===== config.mk =====
export PLATFORM = sky130hd
export DESIGN_NAME = rr_arb_flat
export DESIGN_NICKNAME = d
export VERILOG_FILES = /design/src/rtl/rr_arb_pkg.sv /design/src/rtl/rr_arb_if.sv /design/src/rtl/rr_arb_pri.sv /design/src/rtl/rr_arb.sv /design/src/flat_wrapper.sv
export SDC_FILE = /design/constraint.sdc
export NUM_CORES = 1
export LEC_CHECK = 0
export ABC_AREA = 1
export ABC_CLOCK_PERIOD_IN_PS = 1550
export BUFFER_PORTS_ARGS = -buffer_cell sky130_fd_sc_hd__buf_2
export CELL_PAD_IN_SITES_DETAIL_PLACEMENT = 2
export CELL_PAD_IN_SITES_GLOBAL_PLACEMENT = 2
export CORE_AREA = 3 3 53 55
export CTS_CLUSTER_SIZE = 16
export DETAILED_ROUTE_END_ITERATION = 12
export DIE_AREA = 0 0 56 58
export GPL_TIMING_DRIVEN = 1
export HOLD_SLACK_MARGIN = 0.08
export PLACE_DENSITY_LB_ADDON = 0.1
export RECOVER_POWER = 100
export SLEW_MARGIN = 15
export SYNTH_ARGS = -nofsm -noshare
export SYNTH_HDL_FRONTEND = slang
export SYNTH_SLANG_ARGS = --single-unit
export TNS_END_PERCENT = 20

===== constraint.sdc =====
create_clock -name clk -period 1.55 [get_ports clk]
set_input_delay 0.31 -clock clk [delete_from_list [all_inputs] [get_ports clk]]
set_output_delay 0.31 -clock clk [all_outputs]
set_load 0.02 [all_outputs]

===== src/rtl/rr_arb_pkg.sv =====
// Shared helpers for the round-robin arbiter slice.
// Holds only the width helper that keeps the interface and top in agreement.
package rr_arb_pkg;

  // A single requester still needs a one-bit index port.
  function automatic int idx_width(input int w);
    return (w > 1) ? $clog2(w) : 1;
  endfunction

endpackage


===== src/rtl/rr_arb_if.sv =====
// Request/grant bundle between requesters (master) and the arbiter (slave).
// All arbiter outputs are combinational from arbiter state and i_req.
interface rr_arb_if #(
  parameter int W = 4
);
  import rr_arb_pkg::*;

  localparam int IDX_W = idx_width(W);

  logic [W-1:0]     i_req;
  logic             i_ack;
  logic             i_lock;
  logic [W-1:0]     o_gnt;
  logic             o_gnt_vld;
  logic [IDX_W-1:0] o_gnt_enc;
  logic             o_locked;

  modport master (
    output i_req, i_ack, i_lock,
    input  o_gnt, o_gnt_vld, o_gnt_enc, o_locked
  );

  modport slave (
    input  i_req, i_ack, i_lock,
    output o_gnt, o_gnt_vld, o_gnt_enc, o_locked
  );

endinterface


===== src/rtl/rr_arb_pri.sv =====
// Fixed-priority one-hot selector; purely combinational, zero latency.
// FROM_LSB picks the lowest set bit, otherwise the highest set bit.
module rr_arb_pri #(
  parameter int W        = 4,
  parameter bit FROM_LSB = 1'b1
) (
  input  logic [W-1:0] req_i,
  output logic [W-1:0] gnt_o
);

  logic found;

  always_comb begin
    gnt_o = '0;
    found = 1'b0;
    if (FROM_LSB) begin
      for (int i = 0; i < W; i++) begin
        if (req_i[i] && !found) begin
          gnt_o[i] = 1'b1;
          found    = 1'b1;
        end
      end
    end else begin
      for (int i = W - 1; i >= 0; i--) begin
        if (req_i[i] && !found) begin
          gnt_o[i] = 1'b1;
          found    = 1'b1;
        end
      end
    end
  end

endmodule


===== src/rtl/rr_arb.sv =====
// Round-robin arbiter with optional grant lock; grant is 0-cycle from i_req.
// State advances only on i_ack with a valid grant; otherwise everything holds.
module rr_arb
  import rr_arb_pkg::*;
#(
  parameter int W = 4
) (
  input  logic    clk,
  input  logic    arst_n,
  rr_arb_if.slave bus
);

  localparam int IDX_W = idx_width(W);

  logic [W-1:0]     mask_q, mask_d;
  logic [W-1:0]     lock_gnt_q;
  logic             lock_q;
  logic [W-1:0]     masked_req, pick_m, pick_r, gnt;
  logic [W-1:0]     above;
  logic             lock_hit, take, seen;
  logic [IDX_W-1:0] enc;

  assign masked_req = bus.i_req & mask_q;

  rr_arb_pri #(.W(W), .FROM_LSB(1'b1)) u_pri_masked (
    .req_i (masked_req),
    .gnt_o (pick_m)
  );

  rr_arb_pri #(.W(W), .FROM_LSB(1'b1)) u_pri_raw (
    .req_i (bus.i_req),
    .gnt_o (pick_r)
  );

  // A lock only counts while the held requester is still asking.
  always_comb begin
    lock_hit = lock_q & (|(bus.i_req & lock_gnt_q));
    if (lock_hit) begin
      gnt = lock_gnt_q;
    end else if (|masked_req) begin
      gnt = pick_m;
    end else begin
      gnt = pick_r;
    end
  end

  always_comb begin
    enc = '0;
    for (int i = 0; i < W; i++) begin
      if (gnt[i]) begin
        enc = enc | IDX_W'(i);
      end
    end
  end

  assign take = bus.i_ack & (|gnt);

  // Mask keeps only requesters strictly above the winner; top winner wraps.
  always_comb begin
    above = '0;
    seen  = 1'b0;
    for (int i = 0; i < W; i++) begin
      above[i] = seen;
      seen     = seen | gnt[i];
    end
    if (gnt[W-1]) begin
      above = '1;
    end
    mask_d = take ? above : mask_q;
  end

  always_ff @(posedge clk or negedge arst_n) begin
    if (!arst_n) begin
      mask_q     <= '1;
      lock_q     <= 1'b0;
      lock_gnt_q <= '0;
    end else begin
      mask_q <= mask_d;
      if (take) begin
        lock_q <= bus.i_lock;
        if (bus.i_lock) begin
          lock_gnt_q <= gnt;
        end
      end else if (lock_q && !lock_hit) begin
        lock_q <= 1'b0;
      end
    end
  end

  assign bus.o_gnt     = gnt;
  assign bus.o_gnt_vld = |gnt;
  assign bus.o_gnt_enc = enc;
  assign bus.o_locked  = lock_hit;

endmodule


===== src/flat_wrapper.sv =====
// flat-port wrapper written by rule: the top's interface ports become plain ports
module rr_arb_flat import rr_arb_pkg::*;
#(
  parameter int W = 4
)
  (clk, arst_n, bus_i_req, bus_i_ack, bus_i_lock, bus_o_gnt, bus_o_gnt_vld, bus_o_gnt_enc, bus_o_locked);
  rr_arb_if #(.W(W)) bus_i ();
  input  logic clk;
  input  logic arst_n;
  input wire logic [$bits(bus_i.i_req)-1:0] bus_i_req;
  input wire logic [$bits(bus_i.i_ack)-1:0] bus_i_ack;
  input wire logic [$bits(bus_i.i_lock)-1:0] bus_i_lock;
  output wire logic [$bits(bus_i.o_gnt)-1:0] bus_o_gnt;
  output wire logic [$bits(bus_i.o_gnt_vld)-1:0] bus_o_gnt_vld;
  output wire logic [$bits(bus_i.o_gnt_enc)-1:0] bus_o_gnt_enc;
  output wire logic [$bits(bus_i.o_locked)-1:0] bus_o_locked;
  assign bus_i.i_req = bus_i_req;
  assign bus_i.i_ack = bus_i_ack;
  assign bus_i.i_lock = bus_i_lock;
  assign bus_o_gnt = bus_i.o_gnt;
  assign bus_o_gnt_vld = bus_i.o_gnt_vld;
  assign bus_o_gnt_enc = bus_i.o_gnt_enc;
  assign bus_o_locked = bus_i.o_locked;
  rr_arb #(.W(W)) u_core (.clk(clk), .arst_n(arst_n), .bus(bus_i));
endmodule

Word-level counts from Yosys, hierarchy flattened:

Index checks and enable logic that the tools add are counted.
Widths: inputs -> output; s select.

* muxes and demuxes: 20
* bitwise operators: 6
* reductions and logical operators: 19

Operators with widths (count)
* $mux 1: 15
* $mux 4: 3
* $reduce_or 4->1: 3
* $and 4x4->4: 2
* $logic_and 1x1->1: 7
* $logic_not 1->1: 7
* $mux 2: 2
* $and 1x1->1: 2
* $or 1x1->1: 2
* $reduce_and 2->1: 1
* $reduce_bool 2->1: 1

* register bits after elaboration: 9
* input port bits: 8
* word-level logic and storage cells: 48
* output and inout bits: 8

Logic depth before layout (Yosys ltp):

* word-level depth: 16
* mapped depth: 12
* mapped depth without buffers: 12

Cells and area by module:

Synthesis repeated with hierarchy kept, for this count alone.

* cells, all modules: 110
* area total of the unflattened synthesis: 714.4 um^2

By module, submodules not included
* rr_arb: instances 1, seq. area each 230.2 um^2, cells each 92, area an instance 639.4 um^2
* rr_arb_pri: instances 2, seq. area each 0.0 um^2, cells each 9, area an instance 37.5 um^2

Worst setup path before layout:

OpenSTA, ideal clock, no wires.

* path kind: register -> output
* from: register u_core.lock_gnt_q[2]
* to: output port bus_o_gnt_vld
* arrival: 1.228 ns
* path buffers: 0
* path slack: 0.012 ns
* required time: 1.240 ns
* cell stages (with the launch flop): 9
* cell sequence: dfrtp_1 -> nand2_1 -> nand2_1 -> nor2_4 -> nor2_8 -> nand2_2 -> nand2_2 -> nor2_4 -> nand2_8

* word-level cells in the longest chain between the ends: 5

RTL lines
* from (decl): line rr_arb.sv:16 `logic [W-1:0] lock_gnt_q;`
* from (signal assigned): line rr_arb.sv:82 `lock_gnt_q <= gnt;`
* $and 4x4->4: line rr_arb.sv:37 `lock_hit = lock_q & (|(bus.i_req & lock_gnt_q));`
* $reduce_or 4->1: line rr_arb.sv:37
* $and 1x1->1: line rr_arb.sv:37
* via bus_o_locked: line flat_wrapper.sv:16 `output wire logic [$bits(bus_i.o_locked)-1:0] bus_o_locked;`
* $mux 4: line rr_arb.sv:38 `if (lock_hit) begin`
* via bus_o_gnt[2]: line flat_wrapper.sv:13 `output wire logic [$bits(bus_i.o_gnt)-1:0] bus_o_gnt;`
* $reduce_or 4->1: line rr_arb.sv:91 `assign bus.o_gnt_vld = |gnt;`
* to (decl): line flat_wrapper.sv:14 `output wire logic [$bits(bus_i.o_gnt_vld)-1:0] bus_o_gnt_vld;`

The timed path passes the listed nets, and every way through them passes these cells.

Worst setup path in the final report:

* from: register u_core.mask_q[1]
* to: output port bus_o_gnt_vld

* word-level cells in the longest chain between the ends: 12
* elaborated cells between the ends (all ways): 15
* those cells by class: mux: 7; bitwise: 1; reduce/logical: 7

RTL lines
* from (decl): line rr_arb.sv:15 `logic [W-1:0] mask_q, mask_d;`
* from (signal assigned): line rr_arb.sv:78 `mask_q <= mask_d;`
* $and 4x4->4 *: line rr_arb.sv:23 `assign masked_req = bus.i_req & mask_q;`
* $logic_and 1x1->1: line rr_arb_pri.sv:18 `if (req_i[i] && !found) begin`
* $mux 1: line rr_arb_pri.sv:18
* $logic_not 1->1: line rr_arb_pri.sv:18
* $logic_and 1x1->1: line rr_arb_pri.sv:18
* $mux 1: line rr_arb_pri.sv:18
* $logic_not 1->1: line rr_arb_pri.sv:18
* $logic_and 1x1->1: line rr_arb_pri.sv:18
* $mux 1: line rr_arb_pri.sv:18
* $mux 4 *: line rr_arb.sv:40 `end else if (|masked_req) begin`
* $mux 4 *: line rr_arb.sv:38
* $reduce_or 4->1 *: line rr_arb.sv:91

Every way passes the cells marked *; elsewhere a longest branch is shown, timed or not.

==> metrics.yaml <==
status: "finished, violations left"
violations: "setup timing"
cp-end-kind: "output port"
overflow: 0
antenna_cells: 0
nFillCells: 273
grt_pass1_wl_mm: 4.27
wl_per_cell_um: 15.8
hold_start: "bus_i_lock"
regArea_um2: 230
num_vias: 751
synth_top_area_cell: "nand2_1"
drt_iter0_markers: 8
stdcell_area_um2: 1180
drv_cap: 0
final_common_cell: "buf_4"
syn_inst: 87
pin_count: 16
power_density_nw_per_um2: 2040
rr_startpoint: "u_core.mask_q[1]"
grt_pass1_vias: 865
r2r_end: "u_core.mask_q[0]"
dpl.hpwl_mm: 1.82
multi_input_area_um2: 523
fin_nets: 141
cts-htree-levels: 1
final_cell_mix: "buf_4, nand2_1, nand2_2, nand2_4, buf_6"
antenna_found_initial: 0
cts_tree: "yes"
drc_errors: 0
grt_max_degree: 10
yosys.area.top_type_share: 0.196
crit_path_start_kind: "register"
ys_ff_latch: 9
crit_required_ps: 1240
synth_area_per_cell_um2: 7.94
ant_nets: 0
postPlaceCellArea_um2: 936
whs_path_depth: 3
slew_headroom: 0.650
clk_latency_ps: 260
place.gp.congestion: 0.671
synth.area.top_cells: "nand2_1, dfrtp_1, dfstp_2"
numCtsBuffers: 3
synth_cell_type_count: 19
syn_nets: 95
die_w_um: 56
syn-cell-area_um2: 691
finalHoldViolCount: 0
grt_usage: 0.173
timing.final.crit_share: 1.25
hold_path.class: "input pin to register"
synth_warnings: 0
p_leak_uw: 0.000607
io_buffers: 15
cts_max_path_buffers: 2
drive_gt1_frac: 0.682
fin_worst_skew_ps: 0.561
criticalPathCategory: "register to output port"
clock-root-buffer: "clkbuf_4"
use_met2: 0.322
drv_slew: 0
rsz0062_at_grt: "true"
ys_seq_area_frac: 0.333
dieArea_um2: 3250
rrSetupSlack_ps: -240
path_clk_slew_ps: 60
drt_wl_total_mm: 2.56
fp.coreArea_um2: 2430
via_per_inst: 4.64
grt_busiest_layer: "met2"
r2r_cells: 13
row_count: 18
arrival_ps: 1630
setup_ws_ps: -390
vdd_drop_max_uv: 1310
use_met3: 0.0223
setup_violations: 17
post-route-min-period_ps: 1940
utilization: 0.486
fmax_mhz: 515
path_max_fanout: 4
setup_tns_ps: -4270
worstMarginPinSlew_ps: 524
use_met1: 0.198
holdPathEnd: "u_core.lock_gnt_q[0]"
clock-sinks: 9
syn2layout_area_growth_pct: 71.0
dr.pass1.iters: 4
start_util: 0.284
die_y_um: 58
per-stage QoR:
step	std cells	hold WS, ps	power, uW	setup slack, ps
after global placement	148	175	1780	-181
after detailed placement	148	176	1810	-185
final	162	367	2410	-390
after floorplan	87	14.4	1250	12.4
after global routing	162	388	2600	-488
after CTS	159	366	2300	-378
worst max-delay path: stages (launching register included):
cell     delay, ps
dfstp_2        540
nand2_2         60
buf_4          140
nand3_1         70
a21oi_1         60
nand2_2         90
nand2_4         90
nor2_8         130
nand2_8         60
buf_6          130
cells in the mapped netlist:
master and count:
nand3_1 6, inv_1 4, dfrtp_1 5, buf_4 1
nor2_1 3, o21ai_0 1, nand3_4 1, nand2_2 5
inv_2 3, nor2_8 2, nor3_1 1, nand2_4 3
nand2_8 2, a21oi_1 2, dfstp_2 4, nand2_1 36
nor2_4 2, nand4_1 3, o21ai_2 3
sequential cells by signal, indices dropped and copies added, names as in the netlist:
name and count:
u_core.lock_gnt_q 4, u_core.mask_q 4, u_core.lock_q 1
worst max-delay path by stage:
stage	end	from	slack (ps)	depth (start not counted)
final	bus_o_gnt_vld	u_core.mask_q[1]	-390	9
after global routing	bus_o_gnt_vld	u_core.mask_q[1]	-490	10
after CTS	bus_o_gnt_vld	u_core.mask_q[3]	-380	10
after detailed placement	bus_o_gnt_vld	bus_i_req[0]	-190	9
after global placement	bus_o_gnt_vld	bus_i_req[1]	-180	9
after floorplan	bus_o_gnt_vld	u_core.lock_gnt_q[2]	10	8
per-layer routing:
layer  vias to the layer above  wire, um  part of all wire
met5                         -         0                 0
met4                         0        66             0.026
met3                         7        71             0.028
met2                        21      1390              0.54
met1                       357      1040              0.40
li1                        366         -                 -
cell type report:
class	instances	area share
inverters	7	0.0222
repair buffers	42	0.286
well taps	30	0.0318
clock buffers	4	0.0222
multi-input cells	70	0.443
flip-flops and latches	9	0.195
cell families after synthesis:
logic type | synth area share
and+or+nand+nor | 0.558
DFF | 0.333
buffers and inverters | 0.0489
AOI/OAI and AO/OA | 0.0598
report_power, final:
| part | switching (uW) | internal [uW] | total [uW] |
|---|---|---|---|
| clock network | 84.1 | 99.4 | 184 |
| registers | 69.0 | 354 | 423 |
| logic | 943 | 856 | 1800 |
| total | 1100 | 1310 | 2410 |
timing repair:
item	4_1_cts	5_1_grt
gates cloned	0	0
endpoints found under the setup margin	17	17
gates resized for setup	29	14
pin swaps	16	15
hold endpoints to repair	5	0
hold buffers	1	0
buffers inserted	6	3
Note: power is estimated with default switching activity, not from simulation.
